===== src/rtl/fifo_frame_reader_pkg.sv =====
// -----------------------------------------------------------------------------
// fifo_frame_reader_pkg
// Shared definitions for the FIFO frame reader: FSM state encoding, header
// size and the default largest accepted payload length.
// -----------------------------------------------------------------------------
package fifo_frame_reader_pkg;

  // Frame parser states. The state at the time a word returns from the FIFO
  // decides what that word means.
  typedef enum logic [1:0] {
    ST_IDLE    = 2'd0,  // next returned word is length[15:8]
    ST_LEN_LO  = 2'd1,  // next returned word is length[7:0]
    ST_PAYLOAD = 2'd2,  // returned words are forwarded downstream
    ST_DROP    = 2'd3   // returned words are discarded (oversized frame)
  } state_e;

  // Big-endian length header size in bytes.
  localparam int LEN_BYTES = 2;

  // Largest payload accepted by default (Ethernet-style frame limit).
  localparam int DEFAULT_MAX_LEN = 1522;

endpackage


===== src/rtl/fifo_frame_reader_skid_buffer.sv =====
// -----------------------------------------------------------------------------
// skid_buffer
// Two-entry FIFO that decouples the FIFO read pipeline from downstream
// backpressure. The head entry is presented combinationally; a pop and a push
// in the same cycle leave the count unchanged.
//
// Ports
//   clk_i        clock
//   rst_ni       synchronous active-low reset (empties the buffer)
//   push_i       write push_data_i at the tail
//   push_data_i  entry to write
//   pop_i        remove the head entry (ignored when empty)
//   head_data_o  head entry, all zeros when empty
//   head_valid_o buffer holds at least one entry
//   count_o      number of entries held (0..2)
// -----------------------------------------------------------------------------
module skid_buffer
  import fifo_frame_reader_pkg::*;
#(
  parameter int WIDTH = 9
) (
  input  logic             clk_i,
  input  logic             rst_ni,
  input  logic             push_i,
  input  logic [WIDTH-1:0] push_data_i,
  input  logic             pop_i,
  output logic [WIDTH-1:0] head_data_o,
  output logic             head_valid_o,
  output logic [1:0]       count_o
);

  logic [WIDTH-1:0] mem_q [2];
  logic             wr_ptr_q;
  logic             rd_ptr_q;
  logic [1:0]       count_q;
  logic             push_en;
  logic             pop_en;

  assign head_valid_o = (count_q != 2'd0);
  assign pop_en       = pop_i && head_valid_o;
  // A push into a full buffer is only accepted when the head leaves this cycle.
  assign push_en      = push_i && ((count_q != 2'd2) || pop_en);

  // NOTE: the storage array has no reset; it is never observed while empty
  // because the head is forced to zero whenever count_q is zero.
  always_ff @(posedge clk_i) begin
    if (push_en) begin
      mem_q[wr_ptr_q] <= push_data_i;
    end
  end

  always_ff @(posedge clk_i) begin
    if (!rst_ni) begin
      wr_ptr_q <= 1'b0;
      rd_ptr_q <= 1'b0;
      count_q  <= 2'd0;
    end else begin
      if (push_en) begin
        wr_ptr_q <= ~wr_ptr_q;
      end
      if (pop_en) begin
        rd_ptr_q <= ~rd_ptr_q;
      end
      case ({push_en, pop_en})
        2'b10:   count_q <= count_q + 2'd1;
        2'b01:   count_q <= count_q - 2'd1;
        default: count_q <= count_q;
      endcase
    end
  end

  assign head_data_o = head_valid_o ? mem_q[rd_ptr_q] : '0;
  assign count_o     = count_q;

endmodule


===== src/rtl/fifo_frame_reader.sv =====
// -----------------------------------------------------------------------------
// fifo_frame_reader
// Drains length-prefixed frames (2-byte big-endian length, then payload) from
// the read side of a FIFO and presents the payload as a valid/ready byte
// stream with an end-of-frame marker. Zero-length and oversized headers are
// rejected with a one-cycle frame_err pulse; oversized payloads are skipped.
//
// Ports
//   rclk           FIFO read clock, the only clock
//   reset          synchronous active-low reset
//   fifo_occu_out  FIFO occupancy in words
//   read_data_out  FIFO read data, valid the cycle after read_enable
//   read_enable    FIFO pop request, one word per asserted cycle
//   out_data       payload byte
//   out_valid      out_data is valid
//   out_last       out_data is the final payload byte of its frame
//   out_ready      downstream accepts the byte when out_valid && out_ready
//   frame_err      one-cycle pulse on a rejected header
//   busy           parser is not in IDLE
// -----------------------------------------------------------------------------
module fifo_frame_reader
  import fifo_frame_reader_pkg::*;
#(
  parameter int DATA_WIDTH = 8,
  parameter int ADDR_WIDTH = 4,
  parameter int MAX_LEN    = DEFAULT_MAX_LEN
) (
  input  logic                  rclk,
  input  logic                  reset,
  input  logic [ADDR_WIDTH:0]   fifo_occu_out,
  input  logic [DATA_WIDTH-1:0] read_data_out,
  output logic                  read_enable,
  output logic [DATA_WIDTH-1:0] out_data,
  output logic                  out_valid,
  output logic                  out_last,
  input  logic                  out_ready,
  output logic                  frame_err,
  output logic                  busy
);

  localparam int            LEN_W     = LEN_BYTES * 8;
  localparam logic [LEN_W-1:0] MAX_LEN_W = LEN_W'(MAX_LEN);

  state_e            state_q;
  logic              rd_inflight_q;
  logic [LEN_W-1:0]  length_q;
  logic [LEN_W-1:0]  byte_cnt_q;
  logic              frame_err_q;

  logic [LEN_W-1:0]  hdr_len;
  logic              count_done;
  logic              sb_push;
  logic              sb_pop;
  logic              sb_valid;
  logic [1:0]        sb_count;
  logic [1:0]        sb_free;
  logic [DATA_WIDTH:0] sb_head;
  logic              fifo_has_word;
  logic              room_for_word;

  // Full length as it becomes known in LEN_LO: stored high byte plus the
  // low byte returning this cycle.
  assign hdr_len    = {length_q[LEN_W-1:8], read_data_out};
  // Final payload (or dropped) word of the current frame.
  assign count_done = (byte_cnt_q == length_q - LEN_W'(1));

  assign sb_push = rd_inflight_q && (state_q == ST_PAYLOAD);
  assign sb_pop  = sb_valid && out_ready;

  // A slot being vacated by this cycle's handshake counts as free, which is
  // what lets the pipeline sustain one byte per cycle with out_ready high.
  assign sb_free = 2'd2 - sb_count + {1'b0, sb_pop};

  // The occupancy does not yet reflect last cycle's pop, and last cycle's
  // word still needs a slot, so both are discounted by the in-flight read.
  assign fifo_has_word = fifo_occu_out > (ADDR_WIDTH + 1)'(rd_inflight_q);
  assign room_for_word = sb_free > {1'b0, rd_inflight_q};
  assign read_enable   = reset && fifo_has_word && room_for_word;

  // NOTE: all state below updates with non-blocking assignments so every
  // register samples the pre-edge values of its peers.
  always_ff @(posedge rclk) begin
    if (!reset) begin
      state_q       <= ST_IDLE;
      rd_inflight_q <= 1'b0;
      length_q      <= '0;
      byte_cnt_q    <= '0;
      frame_err_q   <= 1'b0;
    end else begin
      rd_inflight_q <= read_enable;
      frame_err_q   <= 1'b0;
      if (rd_inflight_q) begin
        case (state_q)
          ST_IDLE: begin
            length_q[LEN_W-1:8] <= read_data_out;
            state_q             <= ST_LEN_LO;
          end
          ST_LEN_LO: begin
            length_q[7:0] <= read_data_out;
            byte_cnt_q    <= '0;
            if (hdr_len == '0) begin
              frame_err_q <= 1'b1;
              state_q     <= ST_IDLE;
            end else if (hdr_len > MAX_LEN_W) begin
              frame_err_q <= 1'b1;
              state_q     <= ST_DROP;
            end else begin
              state_q <= ST_PAYLOAD;
            end
          end
          ST_PAYLOAD, ST_DROP: begin
            byte_cnt_q <= byte_cnt_q + LEN_W'(1);
            if (count_done) begin
              state_q <= ST_IDLE;
            end
          end
          default: state_q <= ST_IDLE;
        endcase
      end
    end
  end

  skid_buffer #(
    .WIDTH(DATA_WIDTH + 1)
  ) u_skid (
    .clk_i       (rclk),
    .rst_ni      (reset),
    .push_i      (sb_push),
    .push_data_i ({count_done, read_data_out}),
    .pop_i       (sb_pop),
    .head_data_o (sb_head),
    .head_valid_o(sb_valid),
    .count_o     (sb_count)
  );

  assign out_data  = sb_head[DATA_WIDTH-1:0];
  assign out_last  = sb_head[DATA_WIDTH];
  assign out_valid = sb_valid;
  assign frame_err = frame_err_q;
  assign busy      = (state_q != ST_IDLE);

endmodule


===== config.mk =====
export PLATFORM = sky130hd
export DESIGN_NAME = fifo_frame_reader
export DESIGN_NICKNAME = d
export VERILOG_FILES = /design/src/rtl/fifo_frame_reader_pkg.sv /design/src/rtl/fifo_frame_reader_skid_buffer.sv /design/src/rtl/fifo_frame_reader.sv
export SDC_FILE = /design/constraint.sdc
export NUM_CORES = 1
export LEC_CHECK = 0
export BUFFER_PORTS_ARGS = -buffer_cell sky130_fd_sc_hd__buf_4
export CORE_MARGIN = 5
export CORE_UTILIZATION = 52
export DETAILED_ROUTE_END_ITERATION = 6
export PLACE_DENSITY = 0.73
export REMOVE_ABC_BUFFERS = 1
export SKIP_CTS_REPAIR_TIMING = 1
export SYNTH_ARGS = -nofsm -noshare
export SYNTH_HDL_FRONTEND = slang
export SYNTH_SLANG_ARGS = --single-unit

===== constraint.sdc =====
create_clock -name rclk -period 6.7 [get_ports rclk]
set_input_delay 1.005 -clock rclk [delete_from_list [all_inputs] [get_ports rclk]]
set_output_delay 1.005 -clock rclk [all_outputs]
set_load 0.005 [all_outputs]

After elaboration in Yosys (flattened, before gate mapping)
Memories as Yosys holds them, arrays and structs flattened. A register that Yosys moved wholly into a read port is not among the register bits.
Index checks and enable logic that the tools add are counted.
{ "op_classes": {"n_eq_ne": 8, "add_sub_neg": 6, "muxes": 13, "reduce_logical": 19, "bitwise": 2, "n_lt_le_gt_ge": 3} }
{ "ops": {"columns": ["cell", "count"], "rows": [
  ["$pmux W16 S2", 1],
  ["$add A16 B1 Y16 const B", 1],
  ["$eq A16 B16 Y1", 1],
  ["$gt A16 B11 Y1 const B", 1],
  ["$logic_not A16 Y1", 1],
  ["$sub A16 B1 Y16 const B", 1],
  ["$mux W9", 1],
  ["$reduce_and A2 Y1", 4],
  ["$reduce_bool A2 Y1", 4],
  ["$mux W1", 7],
  ["$eq A2 B2 Y1 const B", 3],
  ["$logic_and A1 B1 Y1", 6],
  ["$pmux W2 S3", 1],
  ["$gt A5 B1 Y1", 1],
  ["$eq A2 B1 Y1 const B", 2],
  ["$mux W2", 2],
  ["$ne A2 B2 Y1 const B", 2],
  ["$pmux W2 S2", 1],
  ["$reduce_and A3 Y1", 1],
  ["$add A2 B1 Y2", 1],
  ["$add A2 B1 Y2 const B", 1],
  ["$gt A2 B1 Y1", 1],
  ["$logic_not A2 Y1", 1],
  ["$not A1 Y1", 2],
  ["4 further kinds", 4]
]} }
{ "word_totals": {"input_bits": 16, "output_inout_bits": 13, "wordCells": 61, "n_memories": 1, "mem_bits_rw": 18, "register_bits": 40} }
{ "memory_table": {"columns": ["name", "words", "width", "read_ports", "rd_ports_with_merged_regs", "write_ports", "line", "source"], "rows": [
  ["u_skid.mem_q", 2, 9, 1, 1, 1, "fifo_frame_reader_skid_buffer.sv:32", "logic [WIDTH-1:0] mem_q [2];"]
]} }

Logic depth before layout (Yosys ltp)
Gate-level depths: netlist (run 1).
{ "logic_depth": {"depth_word": 7, "depth_mapped": 8, "depth_no_buf": 8} }

By module
A second synthesis (run 1) with hierarchy kept.
{ "unflattened": {"hier_cells": 330, "area_unflattened_um2": 3205.6} }
{ "by_module_without_submodules": {"columns": ["mod", "seq_area_each_um2", "cells_each", "instances", "area_per_inst_um2"], "rows": [
  ["fifo_frame_reader", 720.7, 260, 1, 2259.7],
  ["skid_buffer", 640.6, 70, 1, 945.9]
]} }

Worst setup path after synthesis (run 1)
OpenSTA, ideal clock, no wires.
{ "synth_timing": {"path_type": "input to output", "from": "input port out_ready", "to": "output port read_enable", "cell_stages": 5, "path_slack_ps": 3745, "required_time_ps": 5695, "arrival_ps": 1950, "n_path_buf": 0, "path_cell_list": "nand2_1 > ha_1 > ha_1 > o21ai_0 > and3_1"} }
{ "synth_via": {"elab_chain_cells": 4} }
{ "synth_rtl": {"columns": ["element", "line", "source"], "rows": [
  ["start, declared", "fifo_frame_reader.sv:36", "input logic out_ready,"],
  ["$logic_and A1 B1 Y1", "fifo_frame_reader.sv:68", "assign sb_pop = sb_valid && out_ready;"],
  ["$add A2 B1 Y2", "fifo_frame_reader.sv:72", "assign sb_free = 2'd2 - sb_count + {1'b0, sb_pop};"],
  ["$gt A2 B1 Y1", "fifo_frame_reader.sv:77", "assign room_for_word = sb_free > {1'b0, rd_inflight_q};"],
  ["$logic_and A1 B1 Y1", "fifo_frame_reader.sv:78", "assign read_enable = reset && fifo_has_word && room_for_word;"],
  ["end, declared", "fifo_frame_reader.sv:32", "output logic read_enable,"]
]} }
No other way between the ends.

Worst setup path in the final report (run 1)
{ "layout_timing": {"from": "register u_skid.count_q[0] (netlist: u_skid.count_o[0])", "to": "output port read_enable"} }
{ "layout_via": {"elab_chain_cells": 5, "word_cells_on_any_way": 6, "classes_between": "add/sub: 2; order compare: 1; reduce/logical: 3"} }
{ "layout_rtl": {"columns": ["element", "line", "source"], "rows": [
  ["start, declared", "fifo_frame_reader_skid_buffer.sv:35", "logic [1:0] count_q;"],
  ["start signal, assigned", "fifo_frame_reader_skid_buffer.sv:65", "2'b10: count_q <= count_q + 2'd1;"],
  ["start signal, assigned", "fifo_frame_reader_skid_buffer.sv:66", "2'b01: count_q <= count_q - 2'd1;"],
  ["start signal, assigned", "fifo_frame_reader_skid_buffer.sv:67", "default: count_q <= count_q;"],
  ["branches (longest 2 deep; another with $sub A2 B2 Y2)", null, null],
  ["$add A2 B1 Y2 *", "fifo_frame_reader.sv:72", null],
  ["$gt A2 B1 Y1 *", "fifo_frame_reader.sv:77", null],
  ["$logic_and A1 B1 Y1 *", "fifo_frame_reader.sv:78", null]
]} }
Every way passes the cells marked *.

==> results.toml, run 1 <==
[min_path]
hold_path_class = "flip-flop to flip-flop"

[floorplanning]
core_sq_um = 5820
die_area_sq_um = 7540
initial_core_util_pct = 52.8
rows = 28
ios = 29
chipHeight_um = 86.8
die_w_um = 86.8

[timing]
drv_slew = 0
worst_slew_pin_slew_ps = 925
fin_crit_sh_pct = 51.6
finalHoldViolCount = 0
fin_hold_ws_ps = 515
worst_clock_skew_ps = 10.3
worst_slack_ps = 3240
slew_headroom_pct = 38.1
period_needed_ps = 3460
rsz0062_at_grt = "false"
setup_viol = 0
max_freq_mhz = 289
setup_tns_ps = 0

[synthesis]
ys_seq_area_share_pct = 44.3
synth-main-ff-cell = "dfxtp_1"
synth-edff-count = 18
async_flop_share_pct = 0
syn_inst = 319
ys_types = 59
syn_avg_cell_area_sq_um = 9.63
synth_area_sq_um = 3070
ys_warn_count = 0
synth-seq-cells = 59

[cells_and_area]
drive_gt1_share_pct = 15.6
utilization_pct = 60.0
diodes = 0
final_common_cell = "nor2_1"
final_area_sq_um = 3490
finalNetCount = 369
areaGrowthSynthToFinish_pct = 13.6
final_cells = 427
final_cell_mix = "61 x nor2_1, 41 x dfxtp_1, 28 x buf_4"

[worst_setup_path]
path_delay_family = "simple AND/OR/NAND/NOR gates"
path_cells = "nor2_1, inv_2, nand2_1, ha_1, ha_1, o21ai_0, and3_1, buf_4"
cpMaxStageDelayCell = "nor2_1"
cp-end-kind = "primary output"
path_common_cell = "ha_1"
cpPeakStageDelay_ps = 540
arrival_ps = 2450
worstSetupPathType = "flip-flop to primary output"
worstPathRequired_ps = 5690
cp_max_fo = 10
start_kind = "flip-flop"
cp_num_buf_inv = 2

[place]
globalplace.congestion = 0.854
place_ws_ps = 3470
dp.cells = 411
post-dp-hpwl_um = 4690
dpl_cell_area_sq_um = 3320
io_buffers = 28

[power]
power_density_nw_per_um2 = 257
power_leakage_nw = 1.38
power_mw = 0.897
peakVddDrop_mv = 0.111

[grt]
grt_max_degree = 26
grt_pass1_wl_um = 10700
grt-ovfl-total = 0
grt_pass1_vias = 2330
grt_antenna_before_repair = 0
grt_usage_pct = 18.5

[routing]
drt-total-wl_um = 6280
routed_via_density = 5.52
ant_nets = 0
drtIter0Drc = 142
vias = 2356
firstDrtPassIters = 4
drc = 0
wl_per_cell_um = 14.7

[run]
maxCapViolCount = 0

[cts]
cts_tree = "built"
cts.sinks = 59
clock_latency_ps = 340
cts.htree.levels = 3
clockBufferDepth = 2
cts_buffers = 9
clkTransAtPathRegs_ps = 70
cts-root-buf = "clkbuf_8"

[status]
status = "completed"
[final timing paths]
check	start	slack, ps	endpoint	cells past startpoint
setup / recovery	u_skid.count_o[0]$_SDFFE_PN0P_	3240	read_enable	8
hold / removal	u_skid.rd_ptr_q$_SDFFE_PN0P_	510	u_skid.rd_ptr_q$_SDFFE_PN0P_	2
setup reg to reg	length_q[0]$_SDFFE_PN0P_	4050	state_q[0]$_SDFFE_PN0P_	8
hold reg to reg	u_skid.rd_ptr_q$_SDFFE_PN0P_	510	u_skid.rd_ptr_q$_SDFFE_PN0P_	2
[where the power goes]
group	internal, mW	switching [mW]	leakage [nW]
registers	0.386	0.0299	0.492
logic	0.0964	0.103	0.799
clock network	0.142	0.139	0.0851
[worst register-to-register path, stage by stage, from the launching register on]
cell,delay (ps)
dfxtp_1,440
inv_1,70
ha_1,280
nor4b_2,200
a31oi_1,320
o22ai_4,120
or4_1,530
nor4_2,410
o22ai_1,150
[flip-flops by register name, indices dropped and copies added, names as in the netlist, named ones only]
name / count
state_q: 2
u_skid.rd_ptr_q: 1
byte_cnt_q: 16
length_q: 16
u_skid.mem_q: 18
u_skid.wr_ptr_q: 1
frame_err: 1
u_skid.count_o: 2
rd_inflight_q: 1
[cells by family after synthesis]
| logic type | after synthesis | share of synthesized area (%) |
|---|---|---|
| buffers and inverters | 21 | 3.10 |
| AOI/OAI and AO/OA | 38 | 8.84 |
| adders and majority gates | 6 | 2.44 |
| xor gates and xnor gates | 34 | 10.1 |
| muxes | 25 | 8.19 |
| DFF | 59 | 44.3 |
| and+or+nand+nor | 136 | 22.9 |
[layout make-up]
cell class / count / area (sq um)
clock buffers: 11 / 141
clock inverters: 5 / 30.0
fillers: 518 / 2330
inverters: 10 / 37.5
multi-input cells: 239 / 1610
flip-flops and latches: 59 / 1360
well taps: 75 / 93.8
repair buffers: 28 / 210
[synth_stat cells, types with 3 or more instances]
cell type  instances  area (sq um)
a21oi_1            8          40.0
a31oi_1            3          18.8
and3_1             5          31.3
and3b_1            3          26.3
and4_1             3          26.3
clkbuf_1           7          26.3
dfxtp_1           41           821
edfxtp_1          18           541
ha_1               6          75.1
inv_1              8          30.0
mux2i_1           24           240
nand2_1           18          67.6
nand2b_1           3          18.8
nand3_1            9          45.0
nand4_1            6          37.5
nor2_1            61           229
nor3_1             4          20.0
nor4_1             4          25.0
o21ai_0            7          35.0
or3_1              3          18.8
xnor2_1           14           123
xor2_1            19           166
[per-layer routing]
| layer | GRT usage [%] | wire, um | vias up |
|---|---|---|---|
| met5 | 0 | 0 | - |
| met2 | 30.0 | 3050 | 56 |
| li1 | - | - | 1189 |
| met3 | 4.66 | 351 | 15 |
| met4 | 10.8 | 174 | 0 |
| met1 | 22.3 | 2700 | 1096 |
(Power assumes the default switching activity.)
==> run 2: changes to the inputs <==
--- a/config.mk
+++ b/config.mk
@@ -5,11 +5,12 @@
 export SDC_FILE = /design/constraint.sdc
 export NUM_CORES = 1
 export LEC_CHECK = 0
+export ABC_AREA = 1
 export BUFFER_PORTS_ARGS = -buffer_cell sky130_fd_sc_hd__buf_4
 export CORE_MARGIN = 5
 export CORE_UTILIZATION = 52
 export DETAILED_ROUTE_END_ITERATION = 6
-export PLACE_DENSITY = 0.73
+export PLACE_DENSITY = 0.76
 export REMOVE_ABC_BUFFERS = 1
 export SKIP_CTS_REPAIR_TIMING = 1
 export SYNTH_ARGS = -nofsm -noshare
==> constraint.sdc (replaced) <==
create_clock -name rclk -period 2.9 [get_ports rclk]
set_input_delay 0.435 -clock rclk [delete_from_list [all_inputs] [get_ports rclk]]
set_output_delay 0.435 -clock rclk [all_outputs]
set_load 0.005 [all_outputs]
==> results.toml, run 2 <==
[synthesis]
synth-edff-count = 18
synth-seq-cells = 59
synth_area_leaders = "dfxtp_1 25%, edfxtp_1 17%, nand2_1 12%"
synth.most_common_cell = "nand2_1"
ys_types = 36
synth_area_sq_um = 3230
ys_warn_count = 0
async_flop_share_pct = 0
syn_avg_cell_area_sq_um = 7.34
synth_top_area_cell = "dfxtp_1"
ys_seq_area_share_pct = 42.1
syn_inst = 440
yosys-top-cells-count = "107 x nand2_1, 56 x inv_1, 41 x dfxtp_1"
synth_top_area_share_pct = 25.4
synth-main-ff-cell = "dfxtp_1"

[grt]
grt_pass1_vias = 2664
grt-ovfl-total = 0
grt_antenna_before_repair = 0
grt_usage_pct = 20.5
grt_pass1_wl_um = 12400
grt_max_degree = 18

[timing]
setup_tns_ps = 0
slew_headroom_pct = 44.7
worst_clock_skew_ps = 5.07
period_needed_ps = 2570
setup_viol = 0
rsz0062_at_grt = "false"
worst_slew_pin_slew_ps = 827
worst_slack_ps = 333
max_freq_mhz = 390
fin_crit_sh_pct = 88.5
finalHoldViolCount = 0
drv_slew = 0

[floorplanning]
core_sq_um = 5990
initial_core_util_pct = 53.9
die_w_um = 88.8
die_area_sq_um = 7890
rows = 28
ios = 29
chipHeight_um = 88.8

[status]
status = "completed"

[place]
io_buffers = 28
place_ws_ps = 639
globalplace.congestion = 0.908
post-dp-hpwl_um = 5430

[cts]
cts-root-buf = "clkbuf_8"
clkTransAtPathRegs_ps = 70
clockBufferDepth = 2
cts_buffers = 9
cts_tree = "built"
cts.sinks = 59
cts.htree.levels = 3
clock_latency_ps = 340

[cells_and_area]
finalNetCount = 496
final_common_cell = "nand2_1"
largest_reg_flops = 18
utilization_pct = 62.3
areaGrowthSynthToFinish_pct = 15.5
diodes = 0
top_regs = "u_skid.mem_q x18, byte_cnt_q x16, length_q x16"
top_register = "u_skid.mem_q"
final_cell_mix = "107 x nand2_1, 56 x inv_1, 41 x dfxtp_1"
drive_gt1_share_pct = 15.2

[worst_setup_path]
r2r_cells = 10
path_common_cell = "nor2_1"
critical_path_depth = 8
cp_max_fo = 7
worstPathRequired_ps = 2470
cpMaxStageDelayCell = "dfxtp_1"
arrival_ps = 2130
cpPeakStageDelay_ps = 430
cp-end-kind = "primary output"
start_kind = "flip-flop"
path_cells = "nor2_1, nor2_1, inv_1, ha_1, ha_1, nor2_1, o211a_1, buf_4"
worstSetupPathType = "flip-flop to primary output"
cp_num_buf_inv = 2
path_delay_family = "adder cells"

[routing]
wl_per_cell_um = 12.9
ant_nets = 0
drtIter0Drc = 226
firstDrtPassIters = 4
routed_via_density = 5.28
drc = 0
vias = 2923
drt-total-wl_um = 7150

[power]
power_leakage_nw = 1.73
power_density_nw_per_um2 = 702
peakVddDrop_mv = 0.403
power_mw = 2.62

[run]
maxCapViolCount = 0

[min_path]
hold_path_class = "primary input to flip-flop"
min_path_cells = 1
-- run 2: through the flow --
step	hold slack, ps	instances	instance area, sq um
2_1_floorplan	425	434	3200
3_3_place_gp	439	538	3520
3_5_place_dp	448	538	3520
4_1_cts	274	554	3730
5_1_grt	273	554	3730
6_report	289	554	3730
-- run 2: path summary, 6_finish.rpt --
path / start / to / slack (ps)
max: u_skid.count_o[0]$_SDFFE_PN0P_ / read_enable / 330
min: read_data_out[3] / u_skid.mem_q[0][3]$_DFFE_PP_ / 290
max reg2reg: length_q[0]$_SDFFE_PN0P_ / u_skid.mem_q[0][8]$_DFFE_PP_ / 920
min reg2reg: u_skid.rd_ptr_q$_SDFFE_PN0P_ / u_skid.rd_ptr_q$_SDFFE_PN0P_ / 460
-- run 2: layout make-up --
type	count	area, sq um
Fill cell	549	2260
Multi-Input combinational cell	312	1610
Sequential cell	59	1360
Inverter	63	238
Timing Repair Buffer	29	218
Clock buffer	10	128
Tap cell	75	93.8
Clock inverter	6	88.8
-- run 2: kinds of logic after synthesis --
logic type               synth area share [%]
AND/OR/NAND/NOR                          29.8
AO/OA/AOI/OAI                            13.2
buffers and inverters                    8.17
flip-flops                               42.1
XOR/XNOR                                 4.34
adder cells (fa/ha/maj)                  2.32
-- run 2: worst reg2reg max path: stages, from the launching register on --
cell and delay, ps:
dfxtp_1 310, inv_1 130, ha_1 250, nand2_2 120, nor2_1 190, nand2_1 80, nand2_1 90, nand4_1 100
nor2_1 190, nand4_1 120, nor3_1 210
-- run 2: layer usage --
| layer | vias up | GRT usage, % | part of all wire [%] |
|---|---|---|---|
| met4 | 0 | 8.24 | 1.2 |
| li1 | 1511 | - | - |
| met1 | 1335 | 26.5 | 46 |
| met5 | - | 0 | 0 |
| met3 | 9 | 3.91 | 5.0 |
| met2 | 68 | 33.5 | 47 |
-- run 2: report_power, final --
part | switching, mW | internal [mW]
sequential | 0.0840 | 0.917
combinational | 0.494 | 0.300
clock | 0.340 | 0.485
==> run 3: changes to the inputs <==
--- a/config.mk
+++ b/config.mk
@@ -11,7 +11,6 @@
 export CORE_UTILIZATION = 52
 export DETAILED_ROUTE_END_ITERATION = 6
 export PLACE_DENSITY = 0.76
-export REMOVE_ABC_BUFFERS = 1
 export SKIP_CTS_REPAIR_TIMING = 1
 export SYNTH_ARGS = -nofsm -noshare
 export SYNTH_HDL_FRONTEND = slang
==> results.toml, run 3 (synthesis gave the netlist of run 2 again) <==
[timing]
worst_slack_ps = 320
max_freq_mhz = 388
setup_viol = 0
fin_crit_sh_pct = 89.0
slew_headroom_pct = 40.4
period_needed_ps = 2580
worst_slew_pin_slew_ps = 890
finalHoldViolCount = 0
rsz0062_at_grt = "false"
worst_clock_skew_ps = 5.30
fin_hold_ws_ps = 279
drv_slew = 0
setup_tns_ps = 0

[routing]
routed_via_density = 5.19
wl_per_cell_um = 12.8
drc = 0
vias = 2875
drt-total-wl_um = 7070
firstDrtPassIters = 5
drtIter0Drc = 203
ant_nets = 0

[run]
maxCapViolCount = 0

[worst_setup_path]
arrival_ps = 2150
r2r_cells = 10
path_cells = "nor2_1, nor2_1, inv_1, ha_1, ha_1, nor2_1, o211a_1, buf_4"
worstSetupPathType = "flip-flop to primary output"
cpPeakStageDelay_ps = 440
worstPathRequired_ps = 2470
rr_startpoint = "length_q[0]$_SDFFE_PN0P_"
timing.rr.end = "u_skid.mem_q[1][8]$_DFFE_PP_"
cp-end-kind = "primary output"
r2r_slack_ps = 890
cpMaxStageDelayCell = "dfxtp_1"
cp_max_fo = 7
path_common_cell = "nor2_1"
start_kind = "flip-flop"

[floorplanning]
die_w_um = 88.8
rows = 28
die_area_sq_um = 7890
chipHeight_um = 88.8
initial_core_util_pct = 53.9
ios = 29
core_sq_um = 5990

[cts]
cts.sinks = 59
cts.htree.levels = 3
cts_buffers = 9
clock_latency_ps = 350
clkTransAtPathRegs_ps = 70
cts_tree = "built"
cts-root-buf = "clkbuf_8"
clockBufferDepth = 2

[grt]
grt_usage_pct = 19.9
grtUsageMet1_pct = 25.4
grt_antenna_before_repair = 0
grt_pass1_vias = 2679
grt_use_met3_pct = 3.07
met2_usage_pct = 32.6
top_usage_layer = "met2"
grt_max_degree = 18
grt_pass1_wl_um = 12100
grt-ovfl-total = 0

[place]
globalplace.congestion = 0.932
post-dp-hpwl_um = 5410
place_ws_ps = 653
io_buffers = 28

[cells_and_area]
diodes = 0
top_register = "u_skid.mem_q"
drive_gt1_share_pct = 15.4
largest_reg_flops = 18
top_regs = "u_skid.mem_q x18, byte_cnt_q x16, length_q x16"
final_common_cell = "nand2_1"
final_cell_mix = "107 x nand2_1, 56 x inv_1, 41 x dfxtp_1"
finalNetCount = 496
areaGrowthSynthToFinish_pct = 16.5

[min_path]
hold_start = "read_data_out[3]"
hold_path_class = "primary input to flip-flop"
hold_path_end = "u_skid.mem_q[1][3]$_DFFE_PP_"
min_path_cells = 1

[power]
peakVddDrop_mv = 0.400
power_leakage_nw = 1.75
power_density_nw_per_um2 = 725

[status]
status = "completed"

[synthesis]
synth_nets = 462
==> run 3: final cells by class <==
class                           instances  area (sq um)
Tap cell                               75          93.8
Sequential cell                        59          1360
Inverter                               63           238
Fill cell                             524          2230
Timing Repair Buffer                   29           218
Clock buffer                           10           138
Multi-Input combinational cell        312          1610
Clock inverter                          6           111
==> run 3: worst max path at each step <==
stage | start | end | slack (ps) | cells after the start
6_report | u_skid.count_o[0]$_SDFFE_PN0P_ | read_enable | 320 | 8
5_1_grt | u_skid.count_o[0]$_SDFFE_PN0P_ | read_enable | 170 | 8
4_1_cts | u_skid.count_o[0]$_SDFFE_PN0P_ | read_enable | 300 | 8
3_5_place_dp | out_ready | read_enable | 650 | 9
3_3_place_gp | out_ready | read_enable | 700 | 9
2_1_floorplan | out_ready | read_enable | 920 | 7
==> run 3: critical path, delay by kind of cell, from the launching register on <==
| family | cells | cell delay (ps) |
|---|---|---|
| flops | 1 | 440 |
| compound gates | 1 | 150 |
| buf+inv | 2 | 180 |
| fa+ha+maj | 2 | 550 |
| simple gates | 3 | 480 |
==> run 3: power breakdown <==
part	total (mW)	switching, mW	internal [mW]	leakage, nW
logic	0.797	0.497	0.300	1.13
clock network	0.934	0.339	0.595	0.123
registers	0.999	0.0822	0.917	0.500
total	2.73	0.918	1.81	1.75
==> run 3: routing by layer <==
layer | up-vias | wire length, um | share of wire [%]
met5 | - | 0 | 0
met4 | 0 | 183 | 2.6
met3 | 18 | 419 | 5.9
met2 | 80 | 3220 | 46
met1 | 1275 | 3240 | 46
li1 | 1502 | - | -
==> run 3: per-stage QoR <==
step	power (mW)	util (%)	instances	instance area [sq um]
after CTS	2.74	62.8	554	3760
final	2.73	62.8	554	3760
after global routing	2.90	62.8	554	3760
after floorplan	1.58	-	440	3230
after detailed placement	1.80	58.7	538	3520
after global placement	1.78	58.7	538	3520
